<file path="src/rtl/imem_arbiter_pkg.sv">
// rtl/imem_arbiter_pkg.sv - shared constants, types and helpers for the instruction memory arbiter
package imem_arbiter_pkg;

    localparam int IW         = 32;
    localparam int AW_DEFAULT = 16;

    localparam logic [IW-1:0] NOOP_INSTR = 32'h0000_0000;

    // Which requester owns the memory port in the current cycle
    typedef enum logic [1:0] {
        SRC_NONE  = 2'd0,
        SRC_FETCH = 2'd1,
        SRC_LOAD  = 2'd2
    } src_e;

    // True when the word index has bits set above the implemented memory width
    function automatic logic addr_out_of_range(input logic [31:0] addr, input int aw);
        if (aw >= 32) begin
            return 1'b0;
        end
        return (addr >> aw) != 32'd0;
    endfunction

endpackage

</file>
<file path="src/rtl/imem_starve_ctr.sv">
// rtl/imem_starve_ctr.sv - saturating count of cycles a load has waited behind fetches
module imem_starve_ctr #(
    parameter int STARVE_MAX = 4
) (
    input  logic clk,
    input  logic rst,
    input  logic load_req,
    input  logic load_gnt,
    output logic starved
);

    localparam int CW = (STARVE_MAX < 1) ? 1 : $clog2(STARVE_MAX + 1);

    logic [CW-1:0] cnt_q;
    logic [CW-1:0] cnt_d;

    // Count waiting cycles, clear when the load finally gets the port, hold at the limit
    always_comb begin
        cnt_d = cnt_q;
        if (load_gnt) begin
            cnt_d = '0;
        end else if (load_req && (cnt_q != CW'(STARVE_MAX))) begin
            cnt_d = cnt_q + 1'b1;
        end
    end

    // Counter register
    always_ff @(posedge clk) begin
        if (rst) begin
            cnt_q <= '0;
        end else begin
            cnt_q <= cnt_d;
        end
    end

    assign starved = (cnt_q == CW'(STARVE_MAX));

endmodule

</file>
<file path="src/rtl/imem_arbiter.sv">
// rtl/imem_arbiter.sv - single-port instruction memory arbiter between fetch and program loader
module imem_arbiter
    import imem_arbiter_pkg::*;
#(
    parameter int STARVE_MAX = 4,
    parameter int AW         = AW_DEFAULT
) (
    input  logic          clk,
    input  logic          rst,
    input  logic          fetch_req,
    input  logic [31:0]   fetch_addr,
    output logic          fetch_gnt,
    output logic          fetch_valid,
    output logic [IW-1:0] fetch_instr,
    input  logic          load_req,
    input  logic [31:0]   load_addr,
    input  logic [IW-1:0] load_data,
    output logic          load_gnt,
    output logic          mem_en,
    output logic          mem_we,
    output logic [AW-1:0] mem_addr,
    output logic [IW-1:0] mem_wdata,
    input  logic [IW-1:0] mem_rdata,
    output logic          addr_fault
);

    logic starved;
    logic fetch_bad;
    logic load_bad;
    logic load_wins;
    src_e src;

    logic rsp_valid_q,  rsp_valid_d;
    logic rsp_noop_q,   rsp_noop_d;
    logic addr_fault_q, addr_fault_d;

    imem_starve_ctr #(
        .STARVE_MAX (STARVE_MAX)
    ) u_starve_ctr (
        .clk      (clk),
        .rst      (rst),
        .load_req (load_req),
        .load_gnt (load_gnt),
        .starved  (starved)
    );

    // Arbitration: fetch has priority unless the load has waited STARVE_MAX cycles
    always_comb begin
        fetch_bad = addr_out_of_range(fetch_addr, AW);
        load_bad  = addr_out_of_range(load_addr, AW);
        load_wins = load_req && (!fetch_req || starved);
        load_gnt  = !rst && load_wins;
        fetch_gnt = !rst && fetch_req && !load_wins;
        src       = SRC_NONE;
        if (load_gnt && !load_bad) begin
            src = SRC_LOAD;
        end else if (fetch_gnt && !fetch_bad) begin
            src = SRC_FETCH;
        end
    end

    // Drive the memory port in the grant cycle; out-of-range accesses never reach memory
    always_comb begin
        mem_en    = 1'b0;
        mem_we    = 1'b0;
        mem_addr  = '0;
        mem_wdata = '0;
        case (src)
            SRC_LOAD: begin
                mem_en    = 1'b1;
                mem_we    = 1'b1;
                mem_addr  = load_addr[AW-1:0];
                mem_wdata = load_data;
            end
            SRC_FETCH: begin
                mem_en    = 1'b1;
                mem_addr  = fetch_addr[AW-1:0];
            end
            default: begin
                mem_en    = 1'b0;
            end
        endcase
    end

    // Next-state for the response pipe stage and the sticky fault flag
    always_comb begin
        rsp_valid_d  = fetch_gnt;
        rsp_noop_d   = fetch_gnt && fetch_bad;
        addr_fault_d = addr_fault_q
                     | (fetch_gnt && fetch_bad)
                     | (load_gnt && load_bad);
    end

    // Response and fault registers
    always_ff @(posedge clk) begin
        if (rst) begin
            rsp_valid_q  <= 1'b0;
            rsp_noop_q   <= 1'b0;
            addr_fault_q <= 1'b0;
        end else begin
            rsp_valid_q  <= rsp_valid_d;
            rsp_noop_q   <= rsp_noop_d;
            addr_fault_q <= addr_fault_d;
        end
    end

    // Outputs are forced quiet while reset is held so an in-flight read is discarded
    always_comb begin
        fetch_valid = rsp_valid_q && !rst;
        addr_fault  = addr_fault_q && !rst;
        fetch_instr = NOOP_INSTR;
        if (fetch_valid && !rsp_noop_q) begin
            fetch_instr = mem_rdata;
        end
    end

endmodule

</file>
<file path="config.mk">
export PLATFORM = sky130hd
export DESIGN_NAME = imem_arbiter
export DESIGN_NICKNAME = d
export VERILOG_FILES = /design/src/rtl/imem_arbiter_pkg.sv /design/src/rtl/imem_starve_ctr.sv /design/src/rtl/imem_arbiter.sv
export SDC_FILE = /design/constraint.sdc
export NUM_CORES = 1
export LEC_CHECK = 0
export BUFFER_PORTS_ARGS = -buffer_cell sky130_fd_sc_hd__buf_2
export CELL_PAD_IN_SITES_DETAIL_PLACEMENT = 0
export CELL_PAD_IN_SITES_GLOBAL_PLACEMENT = 1
export CORE_MARGIN = 2
export CORE_UTILIZATION = 13
export DETAILED_ROUTE_END_ITERATION = 16
export PLACE_DENSITY_LB_ADDON = 0.08
export SYNTH_ARGS = -nofsm -noshare
export SYNTH_HDL_FRONTEND = slang
export SYNTH_SLANG_ARGS = --single-unit
</file>
<file path="constraint.sdc">
create_clock -name clk -period 2.2 [get_ports clk]
set_input_delay 0.11 -clock clk [delete_from_list [all_inputs] [get_ports clk]]
set_output_delay 0.11 -clock clk [all_outputs]
set_load 0.005 [all_outputs]
</file>
# Word level (Yosys, flattened, before mapping)
# Cells that the tools add are included.
dict set report totals {
  memories 0
  reg_bits 6
  romBits 0
  wordCells 41
  out_inout_bits 86
  latch_bits 0
  ramBits 0
}
dict set report classes {
  addsub 1
  order_cmp 0
  eq_ne 4
  mul 0
  reduce_logical 23
  div_mod_pow 0
  shift 0
  mux 7
  bitwise_logic 2
}
# cell n
set op_table {}
lappend op_table {{$mux 32} 2}
lappend op_table {{$reduce_bool 32->1} 2}
lappend op_table {{$pmux 16 s2} 1}
lappend op_table {{$logic_and 1x1->1} 12}
lappend op_table {{$logic_not 1->1} 6}
lappend op_table {{$reduce_or 2->1} 2}
lappend op_table {{$add 3x1->3 const B} 1}
lappend op_table {{$eq 3x3->1 const B} 1}
lappend op_table {{$mux 1} 3}
lappend op_table {{$ne 3x3->1 const B} 1}
lappend op_table {{$eq 2x1->1 const B} 1}
lappend op_table {{$eq 2x2->1 const B} 1}
lappend op_table {{$mux 2} 1}
lappend op_table {{$or 1x1->1} 2}
lappend op_table {{$logic_or 1x1->1} 1}

# Logic depth before layout (Yosys ltp)
# Gate-level depths: netlist of the first run.
dict set report depth {
  depth_word 11
  mapped_depth 6
  depth_no_buf 6
}

# By module
# From an unflattened synthesis of the first run, not the netlist that was laid out.
dict set report hier_totals {
  cells_unflattened 133
  area_unflattened_um2 1034.7
}
# mod area_each_um2 n_inst cells_per_inst
set by_module_without_submodules {}
lappend by_module_without_submodules {imem_arbiter 847.1 1 115}
lappend by_module_without_submodules {imem_starve_ctr 187.7 1 18}

# Worst setup path after synthesis of the first run
# No wires, ideal clock.
dict set report synth_path {
  kind {register to output}
  start {reg u_starve_ctr.cnt_q[0]}
  end {out mem_en}
  n_path_buf 1
  required_ns 2.090
  setup_slack_ns 0.473
  arrival_time_ns 1.617
  path_stages_with_launch 7
  path_cell_list {dfxtp_1 > inv_1 > ha_1 > a21boi_0 > nor4b_4 > buf_6 > or2_2}
}
dict set report synth_via {
  elab_chain_cells 11
}
# item line_no
set synth_lines {}
lappend synth_lines {{from (decl)} imem_starve_ctr.sv:14} ;# logic [CW-1:0] cnt_q;
lappend synth_lines {{from (signal assigned)} imem_starve_ctr.sv:32} ;# cnt_q <= cnt_d;
lappend synth_lines {{$eq 3x3->1 (*)} imem_starve_ctr.sv:36} ;# assign starved = (cnt_q == CW'(STARVE_MAX));
lappend synth_lines {{$logic_or 1x1->1 (*)} imem_arbiter.sv:51} ;# load_wins = load_req && (!fetch_req || starved);
lappend synth_lines {{$logic_and 1x1->1 (*)} imem_arbiter.sv:51}
lappend synth_lines {{$logic_not 1->1} imem_arbiter.sv:53} ;# fetch_gnt = !rst && fetch_req && !load_wins;
lappend synth_lines {{$logic_and 1x1->1} imem_arbiter.sv:53}
lappend synth_lines {{$logic_and 1x1->1} imem_arbiter.sv:57} ;# end else if (fetch_gnt && !fetch_bad) begin
lappend synth_lines {{$mux 1} imem_arbiter.sv:57}
lappend synth_lines {{$mux 2 (*)} imem_arbiter.sv:55} ;# if (load_gnt && !load_bad) begin
lappend synth_lines {{$eq 2x1->1 / $eq 2x2->1 (equally long branches)} imem_arbiter.sv:68} ;# case (src)
lappend synth_lines {{$reduce_or 2->1 (no line) (*)} n/a}
lappend synth_lines {{$mux 1 (*)} imem_arbiter.sv:68}
lappend synth_lines {{to (decl)} imem_arbiter.sv:19} ;# output logic mem_en,
# Every way passes the cells marked *; elsewhere a longest branch is shown, timed or not.

# Final worst setup path of the first run
dict set report layout_path {
  start {reg u_starve_ctr.cnt_q[0]}
  end {out mem_addr[9]}
}
dict set report layout_via {
  elab_chain_cells 10
}
# item line_no
set layout_lines {}
lappend layout_lines {{$eq 3x3->1 (*)} imem_starve_ctr.sv:36}
lappend layout_lines {{$logic_or 1x1->1 (*)} imem_arbiter.sv:51}
lappend layout_lines {{$logic_and 1x1->1 (*)} imem_arbiter.sv:51}
lappend layout_lines {{$logic_not 1->1} imem_arbiter.sv:53}
lappend layout_lines {{$logic_and 1x1->1} imem_arbiter.sv:53}
lappend layout_lines {{$logic_and 1x1->1} imem_arbiter.sv:57}
lappend layout_lines {{$mux 1} imem_arbiter.sv:57}
lappend layout_lines {{$mux 2 (*)} imem_arbiter.sv:55}
lappend layout_lines {{$eq 2x1->1 / $eq 2x2->1 (equally long branches)} imem_arbiter.sv:68}
lappend layout_lines {{$pmux 16 s2 (*)} imem_arbiter.sv:68}
lappend layout_lines {{to (decl)} imem_arbiter.sv:21} ;# output logic [AW-1:0] mem_addr,
# Marks and branches as above.

==> results of run 1 <==
## metrics by stage
| stage | setup WS (ns) | util | power, mW |
|---|---|---|---|
| floorplan | 0.473 | - | 0.160 |
| global placement | 0.414 | 0.287 | 0.293 |
| detailed placement | 0.427 | 0.287 | 0.293 |
| CTS | 0.172 | 0.292 | 0.462 |
| global route | 0.0191 | 0.292 | 0.492 |
| finish | 0.190 | 0.292 | 0.456 |
## kinds of logic (layout without fill, tap and decap cells)
logic type | after synthesis | in the layout
AOI/OAI and AO/OA | 21 | 21
muxes | 1 | 1
and+or+nand+nor | 92 | 92
DFF | 6 | 6
buffers and inverters | 14 | 228
adders and majority gates | 2 | 2
## cell usage in the layout (no fill, tap or decap)
cell / synthesis / layout
a211o_1: 1 / 1
a21boi_0: 1 / 1
a21oi_1: 2 / 2
a22o_1: 16 / 16
and2_1: 65 / 65
and3_1: 1 / 1
buf_12: 0 / 1
buf_2: 0 / 217
buf_4: 0 / 4
clkbuf_8: 0 / 3
dfxtp_1: 6 / 6
ha_1: 2 / 2
inv_1: 3 / 3
mux2_2: 1 / 1
nand2_1: 1 / 1
nand2b_1: 1 / 1
nand3_1: 2 / 2
nand4_1: 2 / 2
nor2_1: 3 / 3
nor2b_1: 3 / 3
nor3_1: 2 / 2
nor3b_1: 1 / 1
nor4_1: 4 / 4
nor4_2: 5 / 5
nor4b_4: 1 / 1
o31ai_1: 1 / 1
or2_2: 1 / 1
## metal layers
metal | GRT usage | share of wire | wire [um]
met5 | 0 | 0 | 0
met4 | 0.0172 | 0.0076 | 43
met3 | 0.0338 | 0.13 | 754
met2 | 0.234 | 0.55 | 3110
met1 | 0.107 | 0.31 | 1750
## how the worst max path moves through the flow
stage	from	slack, ns	to
global placement	u_starve_ctr.cnt_q[0]$_SDFFE_PP0P_	0.41	mem_addr[9]
detailed placement	u_starve_ctr.cnt_q[0]$_SDFFE_PP0P_	0.43	mem_addr[9]
floorplan	u_starve_ctr.cnt_q[0]$_SDFFE_PP0P_	0.47	mem_en
global route	u_starve_ctr.cnt_q[0]$_SDFFE_PP0P_	0.02	mem_addr[9]
finish	u_starve_ctr.cnt_q[0]$_SDFFE_PP0P_	0.19	mem_addr[9]
CTS	u_starve_ctr.cnt_q[0]$_SDFFE_PP0P_	0.17	mem_addr[9]
## Yosys cell counts, types with 3 or more instances
cell type | number | share of area
and2_1 | 65 | 0.39
nor4_2 | 5 | 0.060
dfxtp_1 | 6 | 0.12
nor4_1 | 4 | 0.024
clkbuf_1 | 4 | 0.014
buf_6 | 6 | 0.065
inv_1 | 3 | 0.011
nor2b_1 | 3 | 0.018
a22o_1 | 16 | 0.13
nor2_1 | 3 | 0.011
## sequential cells by signal, summed over array words and instances (netlist names)
name and cells:
rsp_noop_q 1, u_starve_ctr.cnt_q 3, rsp_valid_q 1, addr_fault_q 1
## layout make-up
class	instances	area (um^2)	share of cell area
timing repair buffer	222	1140	0.503
multi-input combinational	116	821	0.364
tap	102	128	0.0565
inverter	3	11.3	0.00499
sequential	6	120	0.0532
clock buffer	3	41.3	0.0183
## where the power goes
| group | leakage (nW) | switching (mW) | internal (mW) |
|---|---|---|---|
| Clock | 0.0216 | 0.0483 | 0.118 |
| Combinational | 1.35 | 0.0609 | 0.113 |
| Sequential | 0.0495 | 0.00168 | 0.115 |
| Total | 1.43 | 0.111 | 0.345 |
==> impl_metrics.py, run 1 <==
metrics = {
    "yosys": {
        "async_flop_share": 0,
        "synth_cell_types": 26,
        "synth_compound_area_frac": 0.167,
        "synth.ff_latch_count": 6,
        "syn_area_per_cell_um2": 7.65,
        "synth-xor-area-share": 0,
        "yosys_warnings": 0,
        "synth_simple_gate_area_frac": 0.587,
        "synthAdderAreaFrac": 0.0241,
        "synthCells": 136,
        "synth_enable_flop_cells": 0,
        "synth_top_family_by_area": "simple AND/OR/NAND/NOR gates",
        "synth_area_um2": 1040,
        "muxShareOfSynthArea": 0.0108,
        "synthFlopType": "dfxtp_1",
        "synth_seq_area_share": 0.116,
        "syn-num-nets": 270,
    },
    "worst_setup_path": {
        "crit_path_max_fanout": 40,
        "r2r_slack_ns": 0.77,
        "r2r-start": "u_starve_ctr.cnt_q[1]$_SDFFE_PP0P_",
        "required_ns": 2.09,
        "crit_chain": "inv_1, ha_1, a21boi_0, buf_4, nor4b_4, buf_12, a22o_1, buf_2",
        "cp_data_arrival_time_ns": 1.90,
        "crit_path_end_kind": "primary output",
        "r2r_cells": 7,
        "cp-start-kind": "register",
        "worst-path-buf-inv": 4,
        "cp_slowest_cell": "nor4b_4",
        "cpLargestDelayFamily": "buffers and inverters",
        "cpPeakStageDelay_ns": 0.33,
        "cp.depth": 8,
        "r2r_end": "u_starve_ctr.cnt_q[0]$_SDFFE_PP0P_",
        "crit_type": "register to primary output",
    },
    "worst_hold_path": {
        "min_to": "u_starve_ctr.cnt_q[0]$_SDFFE_PP0P_",
        "hold_class": "primary input to register",
        "holdCritStartpoint": "rst",
        "whs_path_depth": 2,
    },
    "final_layout": {
        "fill_cells": 881,
        "final_layout_size_suffix_gt1_frac": 0.666,
        "area_delta_synth_final_pct": 117,
        "nNetsFinal": 486,
        "antennaDiodeCount": 0,
        "stdcell_area_um2": 2260,
        "final_cells": 452,
    },
    "clock_tree": {
        "cts_made_buffers": 3,
        "clock_latency_ns": 0.22,
        "root_buffer": "clkbuf_8",
        "cts_sinks": 6,
        "hold_buffers": 0,
        "path_clk_slew_ns": 0.04,
        "tritoncts": "built",
        "cts_setup_buffers": 0,
        "h-tree-depth": 1,
        "clockBufferDepth": 2,
        "post_cts_resized": 0,
    },
    "power_and_ir_drop": {
        "p_leak_nw": 1.43,
        "power-per-cell-area_nw_per_um2": 202,
        "vdd_drop_max_mv": 0.139,
    },
    "outcome": {
        "status": "finished, final reports clean",
    },
    "detailed_routing": {
        "wl_per_cell_um": 12.5,
        "ant_nets": 0,
        "drcViolationCount": 0,
        "first_pass_iters": 5,
        "num_vias": 1787,
        "viasPerCell": 3.95,
        "routed_wl_um": 5650,
        "drt_iter0_drc": 15,
    },
    "grt": {
        "grt_pass1_vias": 1700,
        "grt_pass1_wl_um": 7910,
        "grt_antenna_before_repair": 0,
        "overflow": 0,
        "grt_max_degree": 41,
        "grt_util_all_layers": 0.112,
    },
    "timing": {
        "tightest_slew_ns": 0.296,
        "period_share": 0.913,
        "min_period_ns": 2.01,
        "maxSlewHeadroom": 0.802,
        "setup_viol": 0,
        "tns_ns": 0,
        "rsz0062_at_grt": "no",
        "finalHoldViolCount": 0,
        "finalClockSkew_ns": 0.000889,
        "timing.fmax_mhz": 498,
        "slew_viol_final": 0,
        "hold_slack_ns": 0.215,
    },
    "floorplanning": {
        "fp.dieH_um": 93.4,
        "start_util": 0.135,
        "pin_count": 218,
        "die-area_um2": 8730,
        "die_w_um": 93.4,
        "core_um2": 7730,
        "rows": 32,
    },
    "placed_design": {
        "gp_congestion": 0.753,
        "io_buffers": 217,
        "dpl-instance-area_um2": 2220,
        "placedCellCount": 449,
        "hpwl_um": 4990,
    },
    "flow_run": {
        "maxCapViolations": 0,
    },
}
No activity file was read; power rests on OpenSTA's default activity.
==> run 2: changes to the inputs <==
==> constraint.sdc (replaced) <==
create_clock -name clk -period 2.2 [get_ports clk]
set_input_delay 0.22 -clock clk [delete_from_list [all_inputs] [get_ports clk]]
set_output_delay 0.22 -clock clk [all_outputs]
set_load 0.005 [all_outputs]
==> run 2 against run 1 <==
Compared with the run above:
- highest routed layer unchanged
- non-clock buffer count is 3 higher
- core utilization is 0.68 points higher
- sequential cell count stayed put
- critical path depth is 1 higher
- fmax is 4.3% lower
- sequential power hardly changed
- first-iteration DRC count is 80% higher
==> impl_metrics.py, run 2 (synthesis gave the netlist of run 1 again) <==
metrics = {
    "worst_setup_path": {
        "r2r_slack_ns": 0.81,
        "crit_path_max_fanout": 20,
        "crit_type": "register to primary output",
        "required_ns": 1.98,
        "cp_slowest_cell": "dfxtp_2",
        "r2r_end": "addr_fault_q$_SDFF_PP0_",
        "crit_chain": "inv_1, ha_2, a21boi_2, buf_6, nor4b_4, buf_4, clkbuf_16, or2_2, buf_2",
        "r2r-start": "u_starve_ctr.cnt_q[0]$_SDFFE_PP0P_",
        "crit_path_end_kind": "primary output",
        "r2r_cells": 7,
        "crit_start": "u_starve_ctr.cnt_q[1]$_SDFFE_PP0P_",
        "cp-endpoint": "mem_en",
        "cpPeakStageDelay_ns": 0.34,
        "cp_data_arrival_time_ns": 1.88,
        "cp-start-kind": "register",
    },
    "flow_run": {
        "maxCapViolations": 0,
    },
    "grt": {
        "grt_pass1_vias": 1543,
        "grt_pass1_wl_um": 7530,
        "grt_max_degree": 41,
        "grt_antenna_before_repair": 0,
        "overflow": 0,
        "grt_util_all_layers": 0.110,
    },
    "floorplanning": {
        "die_w_um": 93.4,
        "die-area_um2": 8730,
        "start_util": 0.135,
        "fp.dieH_um": 93.4,
        "rows": 32,
        "core_um2": 7730,
        "pin_count": 218,
    },
    "placed_design": {
        "io_buffers": 217,
        "post-place-ws_ns": 0.250,
        "placedCellCount": 449,
        "gp_congestion": 0.752,
        "hpwl_um": 5000,
    },
    "final_layout": {
        "final_cell_mix": "217 x buf_2, 65 x and2_1, 16 x a22o_1, 5 x nor4_2, 5 x buf_4",
        "fill_cells": 866,
        "antennaDiodeCount": 0,
        "nNetsFinal": 489,
        "layout_commonest_cell": "buf_2",
        "area_delta_synth_final_pct": 122,
        "multi_input_area_um2": 827,
        "largest_reg_flops": 3,
        "final_util": 0.299,
        "final_layout_size_suffix_gt1_frac": 0.680,
        "top_register": "u_starve_ctr.cnt_q",
        "final_cells": 455,
        "seqCellArea_um2": 123,
    },
    "power_and_ir_drop": {
        "power-per-cell-area_nw_per_um2": 199,
        "totalPowerFinal_mw": 0.459,
        "vdd_drop_max_mv": 0.110,
        "p_leak_nw": 1.45,
    },
    "detailed_routing": {
        "wl_met3_um": 728,
        "drt_iter0_drc": 27,
        "wl_per_cell_um": 12.8,
        "routed_wl_um": 5830,
        "viasPerCell": 3.86,
        "met1_length_um": 1870,
        "num_vias": 1758,
        "ant_nets": 0,
        "drcViolationCount": 0,
        "routed.top_layer": "met4",
        "first_pass_iters": 4,
        "wl_met2_um": 3200,
    },
    "timing": {
        "min_period_ns": 2.10,
        "slew_viol_final": 0,
        "tightest_slew_ns": 0.300,
        "finalClockSkew_ns": 0.00672,
        "tns_ns": 0,
        "setup_viol": 0,
        "period_share": 0.955,
        "rsz0062_at_grt": "no",
        "maxSlewHeadroom": 0.800,
        "timing.fmax_mhz": 476,
        "finalHoldViolCount": 0,
        "setup_ws_ns": 0.100,
    },
    "outcome": {
        "status": "finished, final reports clean",
    },
    "worst_hold_path": {
        "hold_class": "primary input to register",
    },
    "clock_tree": {
        "root_buffer": "clkbuf_8",
        "path_clk_slew_ns": 0.04,
        "cts_sinks": 6,
        "hold_buffers": 0,
        "h-tree-depth": 1,
        "cts_made_buffers": 3,
        "clockBufferDepth": 2,
        "clock_latency_ns": 0.22,
        "tritoncts": "built",
    },
}
## run 2: report_power, final
| part | total [mW] | internal (mW) | leakage [nW] | switching (mW) |
|---|---|---|---|---|
| Combinational | 0.176 | 0.115 | 1.38 | 0.0611 |
| Clock | 0.166 | 0.118 | 0.0216 | 0.0486 |
| Sequential | 0.117 | 0.115 | 0.0503 | 0.00165 |
| Total | 0.459 | 0.348 | 1.45 | 0.111 |
## run 2: repair_timing
action	in CTS	in global routing
setup endpoints to repair	0	46
resized for setup	0	6
buffers inserted	0	2
hold endpoints to repair	0	0
## run 2: per-layer routing
metal	track usage	up-vias
li1	-	901
met1	0.103	717
met2	0.237	138
met3	0.0242	2
met4	0.0221	0
met5	0	-
## run 2: worst min-delay path by stage
stage | from | to | depth (start not counted)
finish | rst | u_starve_ctr.cnt_q[2]$_SDFFE_PP0P_ | 2
global route | rst | u_starve_ctr.cnt_q[1]$_SDFFE_PP0P_ | 2
CTS | rst | u_starve_ctr.cnt_q[2]$_SDFFE_PP0P_ | 2
detailed placement | u_starve_ctr.cnt_q[1]$_SDFFE_PP0P_ | u_starve_ctr.cnt_q[1]$_SDFFE_PP0P_ | 2
global placement | u_starve_ctr.cnt_q[1]$_SDFFE_PP0P_ | u_starve_ctr.cnt_q[1]$_SDFFE_PP0P_ | 2
floorplan | fetch_req | rsp_valid_q$_SDFF_PP0_ | 2
## run 2: layout make-up
type | instances | share of cell area
Multi-Input combinational cell | 116 | 0.358
Sequential cell | 6 | 0.0531
Clock buffer | 3 | 0.0179
Inverter | 3 | 0.00488
Tap cell | 102 | 0.0553
Timing Repair Buffer | 225 | 0.511
## run 2: per-stage QoR
step                hold WS, ns  cell area (um^2)
finish                    0.323              2310
global route              0.337              2310
CTS                       0.326              2260
detailed placement        0.495              2220
global placement          0.493              2220
floorplan                 0.423              1040
## run 2: critical path, delay by kind of cell, from the launching register on
family	cells	cell delay [ns]
adders and majority gates	1	0.18
AOI/OAI and AO/OA	1	0.15
and+or+nand+nor	2	0.33
buffers and inverters	5	0.65
DFF	1	0.34
==> run 3: changes to the inputs <==
--- a/config.mk
+++ b/config.mk
@@ -5,13 +5,14 @@
 export SDC_FILE = /design/constraint.sdc
 export NUM_CORES = 1
 export LEC_CHECK = 0
+export ABC_CLOCK_PERIOD_IN_PS = 2200
 export BUFFER_PORTS_ARGS = -buffer_cell sky130_fd_sc_hd__buf_2
 export CELL_PAD_IN_SITES_DETAIL_PLACEMENT = 0
 export CELL_PAD_IN_SITES_GLOBAL_PLACEMENT = 1
 export CORE_MARGIN = 2
 export CORE_UTILIZATION = 13
 export DETAILED_ROUTE_END_ITERATION = 16
-export PLACE_DENSITY_LB_ADDON = 0.08
+export PLACE_DENSITY_LB_ADDON = 0.1
 export SYNTH_ARGS = -nofsm -noshare
 export SYNTH_HDL_FRONTEND = slang
 export SYNTH_SLANG_ARGS = --single-unit
==> run 3 against run 2 <==
Compared with the run above:
- cell count fell by 0.22%
- combinational power barely moved
- core utilization fell by 0.15 points
- die area did not move
- sequential share of layout area barely moved
- critical endpoint is now mem_addr[5]
- global-route usage fell by 0.68 points
- clock skew fell by 0.0045 ns
- via count rose by 3.2%
- design area fell by 0.49%
- hold slack improved by 0.0047 ns
==> impl_metrics.py, run 3 (synthesis gave the netlist of run 1 again) <==
metrics = {
    "clock_tree": {
        "root_buffer": "clkbuf_8",
        "h-tree-depth": 1,
        "path_clk_slew_ns": 0.04,
        "clock_latency_ns": 0.22,
        "tritoncts": "built",
        "cts_sinks": 6,
        "cts_made_buffers": 3,
        "clockBufferDepth": 2,
    },
    "final_layout": {
        "antennaDiodeCount": 0,
        "largest_reg_flops": 3,
        "nNetsFinal": 488,
        "final_layout_size_suffix_gt1_frac": 0.679,
        "fill_cells": 880,
        "area_delta_synth_final_pct": 121,
        "final_cell_mix": "217 x buf_2, 65 x and2_1, 16 x a22o_1, 5 x nor4_2, 5 x buf_4",
        "layout_commonest_cell": "buf_2",
        "final_cells": 454,
        "top_register": "u_starve_ctr.cnt_q",
    },
    "grt": {
        "grt_antenna_before_repair": 0,
        "grt_util_all_layers": 0.104,
        "grt_max_degree": 51,
        "grt_pass1_wl_um": 7130,
        "overflow": 0,
        "grt_pass1_vias": 1574,
    },
    "detailed_routing": {
        "first_pass_iters": 4,
        "viasPerCell": 4.00,
        "wl_met3_um": 683,
        "ant_nets": 0,
        "drcViolationCount": 0,
        "num_vias": 1815,
        "routed.top_layer": "met4",
        "met1_length_um": 1620,
        "routed_wl_um": 5340,
        "wl_met2_um": 3000,
        "drt_iter0_drc": 27,
        "wl_per_cell_um": 11.8,
    },
    "timing": {
        "period_share": 0.950,
        "tightest_slew_ns": 0.248,
        "setup_viol": 0,
        "setup_ws_ns": 0.110,
        "min_period_ns": 2.09,
        "slew_viol_final": 0,
        "maxSlewHeadroom": 0.833,
        "finalClockSkew_ns": 0.00226,
        "finalHoldViolCount": 0,
        "timing.fmax_mhz": 478,
    },
    "floorplanning": {
        "start_util": 0.135,
        "core_um2": 7730,
        "fp.dieH_um": 93.4,
        "die-area_um2": 8730,
        "pin_count": 218,
        "rows": 32,
        "die_w_um": 93.4,
    },
    "worst_setup_path": {
        "r2r-start": "u_starve_ctr.cnt_q[0]$_SDFFE_PP0P_",
        "crit_path_end_kind": "primary output",
        "crit_path_max_fanout": 25,
        "r2r_cells": 8,
        "cp-start-kind": "register",
        "required_ns": 1.98,
        "r2r_slack_ns": 0.81,
        "r2r_end": "u_starve_ctr.cnt_q[0]$_SDFFE_PP0P_",
        "cp_data_arrival_time_ns": 1.87,
        "crit_type": "register to primary output",
    },
    "placed_design": {
        "gp_congestion": 0.717,
        "placedCellCount": 448,
        "post-place-ws_ns": 0.324,
        "io_buffers": 217,
        "hpwl_um": 4600,
    },
    "flow_run": {
        "maxCapViolations": 0,
    },
    "power_and_ir_drop": {
        "vdd_drop_max_mv": 0.147,
        "p_leak_nw": 1.44,
        "power-per-cell-area_nw_per_um2": 200,
    },
    "outcome": {
        "status": "finished, final reports clean",
    },
    "worst_hold_path": {
        "whs_path_depth": 2,
        "min_to": "u_starve_ctr.cnt_q[2]$_SDFFE_PP0P_",
        "hold_class": "primary input to register",
        "holdCritStartpoint": "rst",
    },
}
==> run 3: through the flow <==
stage | utilization | area, um^2 | TNS, ns | hold WS, ns | total power, mW
CTS | 0.291 | 2250 | 0 | 0.329 | 0.469
global placement | 0.286 | 2210 | 0 | 0.486 | 0.295
global route | 0.297 | 2300 | -0.000853 | 0.365 | 0.496
detailed placement | 0.286 | 2210 | 0 | 0.492 | 0.294
floorplan | - | 1040 | 0 | 0.423 | 0.160
finish | 0.297 | 2300 | 0 | 0.328 | 0.460
==> run 3: layout make-up <==
cell class	count	area [um^2]	area share
clock buffer	3	41.3	0.0180
inverter	3	11.3	0.00490
multi-input combinational	116	827	0.360
sequential	6	123	0.0533
tap	102	128	0.0555
timing repair buffer	224	1170	0.508
==> run 3: worst max-delay path by stage <==
stage                                             from          end  slack [ns]
finish              u_starve_ctr.cnt_q[0]$_SDFFE_PP0P_  mem_addr[5]        0.11
global route        u_starve_ctr.cnt_q[0]$_SDFFE_PP0P_  mem_addr[3]     -0.0009
CTS                 u_starve_ctr.cnt_q[0]$_SDFFE_PP0P_  mem_addr[7]        0.09
detailed placement                       load_addr[17]  mem_addr[7]        0.32
global placement                         load_addr[17]  mem_addr[7]        0.30
floorplan           u_starve_ctr.cnt_q[0]$_SDFFE_PP0P_       mem_en        0.36
==> run 3: what timing repair did <==
| item | in CTS | in global routing |
|---|---|---|
| gates resized for setup | 0 | 5 |
| buffers inserted | 0 | 2 |
| hold buffers | 0 | 0 |
| hold endpoints to repair | 0 | 0 |
| endpoints found under the setup margin | 0 | 47 |
==> run 3: worst max-delay path, cell delays in order, from the launching register on <==
cell and delay, ns:
dfxtp_2 0.31, inv_1 0.07, ha_2 0.20, a21boi_2 0.06, buf_4 0.15, nor4b_4 0.24
buf_4 0.18, buf_12 0.16, a22o_1 0.16, buf_2 0.11
==> run 3: power breakdown <==
| part | total (mW) | switching (mW) | internal (mW) | leakage (nW) |
|---|---|---|---|---|
| Combinational | 0.175 | 0.0608 | 0.114 | 1.37 |
| Sequential | 0.117 | 0.00156 | 0.115 | 0.0503 |
| Clock | 0.168 | 0.0500 | 0.118 | 0.0216 |
==> run 3: per-layer routing <==
metal | vias up | global-route usage
li1 | 899 | -
met1 | 780 | 0.0898
met5 | - | 0
met4 | 0 | 0.0184
met2 | 132 | 0.225
met3 | 4 | 0.0322
